## config.mk

```make
export PLATFORM = sky130hd
export DESIGN_NAME = conv_layer_sequencer
export DESIGN_NICKNAME = d
export VERILOG_FILES = /design/src/rtl/conv_layer_sequencer.sv
export SDC_FILE = /design/constraint.sdc
export NUM_CORES = 1
export LEC_CHECK = 0
export ABC_AREA = 0
export CAP_MARGIN = 20
export CORE_MARGIN = 2
export CORE_UTILIZATION = 41
export DETAILED_ROUTE_END_ITERATION = 12
export GPL_ROUTABILITY_DRIVEN = 0
export PLACE_DENSITY = 0.78
export SYNTH_ARGS = -nofsm -noshare
export SYNTH_HDL_FRONTEND = slang
export SYNTH_SLANG_ARGS = --single-unit
```

## constraint.sdc

```tcl
create_clock -name clk -period 1.7 [get_ports clk]
set_input_delay 0.34 -clock clk [delete_from_list [all_inputs] [get_ports clk]]
set_output_delay 0.34 -clock clk [all_outputs]
set_load 0.01 [all_outputs]
```

## src/rtl/conv_layer_sequencer.sv

```systemverilog
// Layer sequencer for the convolution datapath: drives the index iterator and MAC accumulator, and hands finished windows to the output writer.
// Optional stall-cycle counter is enabled by defining CONV_SEQ_STALL_CNT_EN.
module conv_layer_sequencer #(
  parameter int NUM_LAYERS = 3,
  parameter int CNT_W      = 16
) (
  input  logic             clk,
  input  logic             reset,
  input  logic             start,
  input  logic             mem_ready,
  input  logic             iter_finish,
  input  logic             iter_en_sum,
  input  logic             iter_en_save,
  input  logic             out_ready,
  output logic             iter_reset,
  output logic             iter_en,
  output logic             acc_en,
  output logic             acc_clr,
  output logic             out_valid,
  output logic [CNT_W-1:0] out_idx,
  output logic [7:0]       layer_idx,
  output logic             busy,
  output logic             done,
  output logic [15:0]      stall_cycles
);

  typedef enum logic [2:0] {
    S_IDLE,
    S_CLEAR,
    S_RUN,
    S_WRITE,
    S_FLUSH,
    S_NEXT,
    S_DONE
  } state_t;

  localparam logic [7:0] LAST_LAYER = 8'(NUM_LAYERS - 1);

  state_t           state, state_next;
  logic             win_open, win_open_next;
  logic [CNT_W-1:0] out_idx_next;
  logic [7:0]       layer_idx_next;
  logic             window_closed;

  assign window_closed = iter_en_save & win_open;
  assign busy          = (state != S_IDLE);

  always_ff @(posedge clk) begin
    // NOTE: state registers use non-blocking assignments so every flop samples pre-edge values.
    if (reset) begin
      state     <= S_IDLE;
      win_open  <= 1'b0;
      out_idx   <= '0;
      layer_idx <= '0;
    end else begin
      state     <= state_next;
      win_open  <= win_open_next;
      out_idx   <= out_idx_next;
      layer_idx <= layer_idx_next;
    end
  end

  always_comb begin
    // NOTE: every output gets a default up front so no path through the case can infer a latch.
    state_next     = state;
    win_open_next  = win_open;
    out_idx_next   = out_idx;
    layer_idx_next = layer_idx;
    iter_reset     = 1'b0;
    iter_en        = 1'b0;
    acc_en         = 1'b0;
    acc_clr        = 1'b0;
    out_valid      = 1'b0;
    done           = 1'b0;

    unique case (state)
      S_IDLE: begin
        if (start) begin
          state_next     = S_CLEAR;
          layer_idx_next = '0;
        end
      end

      S_CLEAR: begin
        iter_reset    = 1'b1;
        acc_clr       = 1'b1;
        out_idx_next  = '0;
        win_open_next = 1'b0;
        state_next    = S_RUN;
      end

      S_RUN: begin
        // Holding the iterator on a closed window keeps the next window's first tap out of this sum.
        iter_en = mem_ready & ~window_closed & ~iter_finish;
        acc_en  = iter_en & iter_en_sum;
        if (iter_en && !iter_en_save) win_open_next = 1'b1;
        if (iter_finish)        state_next = S_FLUSH;
        else if (window_closed) state_next = S_WRITE;
      end

      S_WRITE, S_FLUSH: begin
        if (state == S_FLUSH && !win_open) begin
          state_next = S_NEXT;
        end else begin
          out_valid = 1'b1;
          if (out_ready) begin
            acc_clr       = 1'b1;
            win_open_next = 1'b0;
            out_idx_next  = out_idx + CNT_W'(1);
            state_next    = (state == S_WRITE) ? S_RUN : S_NEXT;
          end
        end
      end

      S_NEXT: begin
        if (layer_idx == LAST_LAYER) begin
          state_next = S_DONE;
        end else begin
          layer_idx_next = layer_idx + 8'd1;
          state_next     = S_CLEAR;
        end
      end

      S_DONE: begin
        done       = 1'b1;
        state_next = S_IDLE;
      end

      default: state_next = S_IDLE;
    endcase
  end

`ifdef CONV_SEQ_STALL_CNT_EN
  logic        stall_inc;
  logic [15:0] stall_q;

  assign stall_inc    = ((state == S_RUN) & ~mem_ready) | (out_valid & ~out_ready);
  assign stall_cycles = stall_q;

  // Accumulates across all layers of a sequence so it can be read once done has pulsed.
  always_ff @(posedge clk) begin
    if (reset) begin
      stall_q <= '0;
    end else if (state == S_CLEAR && layer_idx == 8'd0) begin
      stall_q <= '0;
    end else if (stall_inc && stall_q != 16'hFFFF) begin
      stall_q <= stall_q + 16'd1;
    end
  end
`else
  assign stall_cycles = '0;
`endif

endmodule

```

## Yosys cells after proc, flatten, opt, wreduce, memory -nomap -nowiden

Cells that the tools add are included.

| storage, ports and cells | value |
|---|---|
| bits in registers | 28 |
| input port bits | 8 |
| output and inout bits | 47 |
| word-level logic and storage cells | 67 |

| cells by class | value |
|---|---|
| add/subtract/negate cells | 2 |
| eq/ne operators | 14 |
| mux-type cells | 27 |
| bitwise logic cells | 6 |
| reductions and logical operators | 14 |

Operators with widths:

| cell | number |
|---|---|
| $mux W16 | 2 |
| $pmux W16 S2 | 1 |
| $mux W3 | 7 |
| $add A16 B1 Y16 const B | 1 |
| $mux W8 | 2 |
| $pmux W8 S2 | 1 |
| $pmux W3 S5 | 1 |
| $mux W1 | 11 |
| $ne A2 B2 Y1 const B | 5 |
| $eq A3 B3 Y1 const B | 3 |
| $reduce_and A3 Y1 | 3 |
| $add A8 B1 Y8 const B | 1 |
| $eq A8 B2 Y1 const B | 1 |
| $eq A3 B2 Y1 const B | 2 |
| $ne A3 B3 Y1 const B | 2 |
| $reduce_bool A3 Y1 | 2 |
| $and A1 B1 Y1 | 4 |
| $reduce_and A4 Y1 | 1 |
| $reduce_bool A2 Y1 | 2 |
| $eq A3 B1 Y1 const B | 1 |
| $logic_not A3 Y1 | 1 |
| $pmux W1 S3 | 1 |
| $logic_and A1 B1 Y1 | 2 |
| $logic_not A1 Y1 | 2 |
| 3 further kinds | 4 |

## Longest topological paths before layout

| logic depth | value |
|---|---|
| depth in word-level cells | 7 |
| depth in mapped cells | 6 |
| depth with buffers taken out | 6 |

## Worst setup path before layout

Ideal clock, no wire load.

| path | value |
|---|---|
| kind | reg2reg |
| start | reg layer_idx[1] |
| end | reg state[0] |
| library setup time | 0.121 ns |
| arrival | 1.668 ns |
| required time | 1.579 ns |
| setup slack | -0.089 ns |
| stages on the path, launching flop included | 6 |
| path buffers | 0 |
| clock period less this slack | 1.789 ns |
| cells stage by stage | dfxtp_1 ha_1 or4b_1 o21bai_1 a2111oi_0 mux2_2 |

| on the way | value |
|---|---|
| cells in the longest elaborated chain, start to end | 3 |

Ends and longest elaborated chain:

| element | line | source |
|---|---|---|
| from (decl) | 21 | `output logic [7:0] layer_idx,` |
| from (signal assigned) | 59 | `layer_idx <= layer_idx_next;` |
| $eq A8 B2 Y1 | 116 | `if (layer_idx == LAST_LAYER) begin` |
| $mux W3 | 116 |  |
| $pmux W3 S5 | 76 | `unique case (state)` |
| to (signal assigned) | 56 | `state <= state_next;` |
| to (decl) | 39 | `state_t state, state_next;` |

Every way passes these cells.
A chain may end at the register's enable or synchronous reset.

## Worst setup path after layout

| path | value |
|---|---|
| start | reg state[2] |
| end | reg layer_idx[6] |

| on the way | value |
|---|---|
| cells in the longest elaborated chain, start to end | 3 |
| elaborated cells between the ends (all ways) | 7 |
| classes of those cells | 3 x eq/ne; 1 x mux; 3 x reduce/logical |

Ends and longest elaborated chain:

| element | line |
|---|---|
| $eq A3 B3 Y1 / $logic_not A3 Y1 (equally long branches) | 76 |
| $ne A2 B2 Y1 (no source line) / $reduce_bool A2 Y1 (equally long branches) | -- |
| $reduce_and A3 Y1 (no source line) | -- |

Several ways; a longest one is shown, not always the timed one.

==> flow_metrics.env <==
export IMPL_max_cap_violations=0
export IMPL_met1_usage_pct=23.9
export IMPL_combPwrFrac_pct=32.9
export IMPL_dp_hpwl_mm=2.92
export IMPL_clk_pin_slew_ns=0.09
export IMPL_cp_start_kind="register"
export IMPL_syn_area_um2=1650
export IMPL_critPathCapture="layer_idx[6]$_SDFFE_PP0P_"
export IMPL_synth_distinct_cells=42
export IMPL_top_usage_layer="met2"
export IMPL_fp_row_count=23
export IMPL_internal_power_mw=1.09
export IMPL_routed_wl_mm=4.88
export IMPL_core_area_um2=3940
export IMPL_clock_sinks=28
export IMPL_first_iter_violations=133
export IMPL_clockBufferDepth=2
export IMPL_finalHoldViolCount=0
export IMPL_cts_htree_levels=1
export IMPL_violations="negative setup slack"
export IMPL_finalSetupViolCount=18
export IMPL_gr_usage_met3_pct=3.83
export IMPL_grt_pass1_vias=1657
export IMPL_fin_ws_ns=-0.160
export IMPL_syn_to_final_growth_pct=53.3
export IMPL_dr_total_vias=1822
export IMPL_critPathCaptureType="register"
export IMPL_cp_slowest_cell="or4_1"
export IMPL_yosysSeqAreaShare_pct=33.9
export IMPL_firstDrtPassIters=4
export IMPL_rsz0062_at_grt="true"
export IMPL_via_per_inst=5.49
export IMPL_cts_root_buf="clkbuf_8"
export IMPL_hold_class="register to register"
export IMPL_worstReg2RegStart="state[2]$_SDFFE_PP0P_"
export IMPL_drc=0
export IMPL_dp_cells=308
export IMPL_layout_common_cells="buf_4, clkdlybuf4s50_1, dfxtp_1, conb_1"
export IMPL_maxSlewViolCount=0
export IMPL_drive_gt1_share_pct=33.7
export IMPL_initial_utilization_pct=42.0
export IMPL_post_drt_wl_per_cell_um=14.7
export IMPL_synth_avg_cell_area_um2=8.27
export IMPL_p_clk_share_pct=23.1
export IMPL_grt_remaining_overflow=0
export IMPL_skew_ns=0.000970
export IMPL_pin_count=55
export IMPL_synth_seq_cells=28
export IMPL_crit_buf_inv=1
export IMPL_grt_pass1_wl_mm=7.63
export IMPL_final_common_cell="buf_4"
export IMPL_worstSetupPathDepth=5
export IMPL_critPathLaunch="state[2]$_SDFFE_PP0P_"
export IMPL_syn_inst=200
export IMPL_min_period_ns=1.86
export IMPL_diodes=0
export IMPL_cts_buffers=3
export IMPL_dieWidth_um=67.5
export IMPL_finalCritPeriodShare_pct=109
export IMPL_stdcell_count=332
export IMPL_power_mw=1.55
export IMPL_cp_max_fo=6
export IMPL_slowest_delay_ns=0.51
export IMPL_fillCellCount=334
export IMPL_nNetsFinal=295
export IMPL_die_area_um2=4560
export IMPL_gr_usage_met2_pct=42.6
export IMPL_ff2ff_setup_slack_ns=-0.16
export IMPL_reg2reg_depth=5
export IMPL_min_path_cells=2
export IMPL_synth_warnings=0
export IMPL_arrival_ns=2.07
export IMPL_grt_use_total_pct=21.9
export IMPL_r2r_end="layer_idx[6]$_SDFFE_PP0P_"
export IMPL_critPathTopFamily="simple AND/OR/NAND/NOR gates"
export IMPL_timing_fmax_mhz=538
export IMPL_grt_max_degree=15
export IMPL_path_cells="buf_6, or3b_4, a21o_4, or4_1, a21oi_1"
export IMPL_portBuffers=38
export IMPL_cts_tree="done"
export IMPL_p_leak_nw=0.978
export IMPL_cp_required_ns=1.91
export IMPL_postRouteAntennaNets=0
export IMPL_switchingPower_mw=0.458
export IMPL_max_vdd_ir_drop_v=0.000529
export IMPL_antenna_found_initial=0
export IMPL_status="finished, violations left"
export IMPL_path_class="register to register"
export IMPL_die_y_um=67.5
export IMPL_pwr_share_seq_pct=44.0
export IMPL_powerDensity_nw_per_um2=612
export IMPL_hold_ws_ns=0.505
export IMPL_clk_insertion_delay_late_ns=0.27
export IMPL_switching_share_pct=29.6
-- layout make-up --
| class | instances | area (um^2) | area share, % |
|---|---|---|---|
| Multi-Input combinational cell | 155 | 1070 | 42.3 |
| Clock buffer | 3 | 41.3 | 1.63 |
| Tap cell | 50 | 62.6 | 2.47 |
| Inverter | 6 | 22.5 | 0.888 |
| Sequential cell | 28 | 569 | 22.4 |
| Timing Repair Buffer | 90 | 767 | 30.2 |
-- tightest hold or removal path, delay by kind of cell (launching register included) --
family         cells  cell delay (ns)
AO/OA/AOI/OAI      2             0.12
flip-flops         1             0.35
-- what timing repair did --
| item | 4_1_cts | 5_1_grt |
|---|---|---|
| gates resized for setup | 51 | 21 |
| hold buffers | 0 | 0 |
| endpoints found under the setup margin | 28 | 29 |
| buffers inserted | 15 | 3 |
| cloned | 3 | 0 |
| pin swaps | 32 | 6 |
-- sequential cells by signal (all words and copies together) (netlist names) --
name	count
out_idx	16
layer_idx	8
win_open	1
state	3
-- cell families (layout without fill, tap and decap cells) --
family	after synthesis	after routing	synth area share (%)
AND/OR/NAND/NOR	81	81	30.4
AO/OA/AOI/OAI	53	54	20.4
buffers and inverters	33	99	12.1
flip-flops	28	28	33.9
adder cells (fa/ha/maj)	3	3	2.27
other	1	16	0.227
multiplexers	1	1	0.681
-- cell usage after synthesis, drive strengths merged --
cell      n  area [um^2]
a21o      2         15.0
a32oi     2         17.5
or3b      1         8.76
or3       7         43.8
nor3      2         10.0
and3b     1         10.0
inv       6         22.5
o32ai     1         8.76
or4      16          120
o211ai    2         15.0
nor2b     3         21.3
buf      20          151
or4b      1         10.0
a2111oi   1         8.76
dfxtp    28          561
o21bai    1         7.51
or2       2         12.5
o21ai     6         30.0
nor2      9         33.8
ha        3         37.5
nand4     3         18.8
o31ai    15          113
nand3b    4         30.0
nand2b    5         31.3
a21oi    20          100
and2      1         6.26
a22oi     2         15.0
nand3    11         55.1
nor4b     2         17.5
conb      1         3.75
mux2      1         11.3
and4      1         8.76
clkbuf    7         26.3
and4bb    1         16.3
a21boi    1         7.51
and3      3         18.8
nand2     8         30.0
-- worst min-delay path by stage --
stage	startpoint	endpoint	slack, ns
5_1_grt	out_idx[5]$_SDFFE_PP0P_	out_idx[5]$_SDFFE_PP0P_	0.53
3_5_place_dp	out_idx[15]$_SDFFE_PP0P_	out_idx[15]$_SDFFE_PP0P_	0.49
2_1_floorplan	win_open$_SDFFE_PP0P_	win_open$_SDFFE_PP0P_	0.48
3_3_place_gp	out_idx[15]$_SDFFE_PP0P_	out_idx[15]$_SDFFE_PP0P_	0.47
6_report	out_idx[14]$_SDFFE_PP0P_	out_idx[14]$_SDFFE_PP0P_	0.50
4_1_cts	layer_idx[0]$_SDFFE_PP0P_	layer_idx[0]$_SDFFE_PP0P_	0.51
-- power by group through the flow --
| stage | clock network, mW | registers, mW | logic, mW |
|---|---|---|---|
| global placement | 0 | 0.689 | 0.338 |
| global route | 0.395 | 0.683 | 0.541 |
| detailed placement | 0 | 0.689 | 0.343 |
| finish | 0.359 | 0.682 | 0.510 |
| floorplan | 0 | 0.692 | 0.227 |
| CTS | 0.371 | 0.678 | 0.453 |
-- layer usage --
metal | part of all wire, % | routed length (um)
met1 | 41 | 2020
met2 | 54 | 2610
met3 | 3.7 | 181
met4 | 1.3 | 64
met5 | 0 | 0
-- per-stage QoR --
step | setup slack (ns) | instance area [um^2] | TNS [ns] | utilization, %
final | -0.160 | 2540 | -1.13 | 64.3
after floorplan | -0.0373 | 1710 | -0.0739 | -
after global routing | -0.262 | 2540 | -2.22 | 64.3
after CTS | -0.129 | 2440 | -0.709 | 62.0
after detailed placement | -0.722 | 2220 | -8.47 | 56.3
after global placement | -0.660 | 2220 | -7.53 | 56.3
No activity file was read; power rests on OpenSTA's default activity.
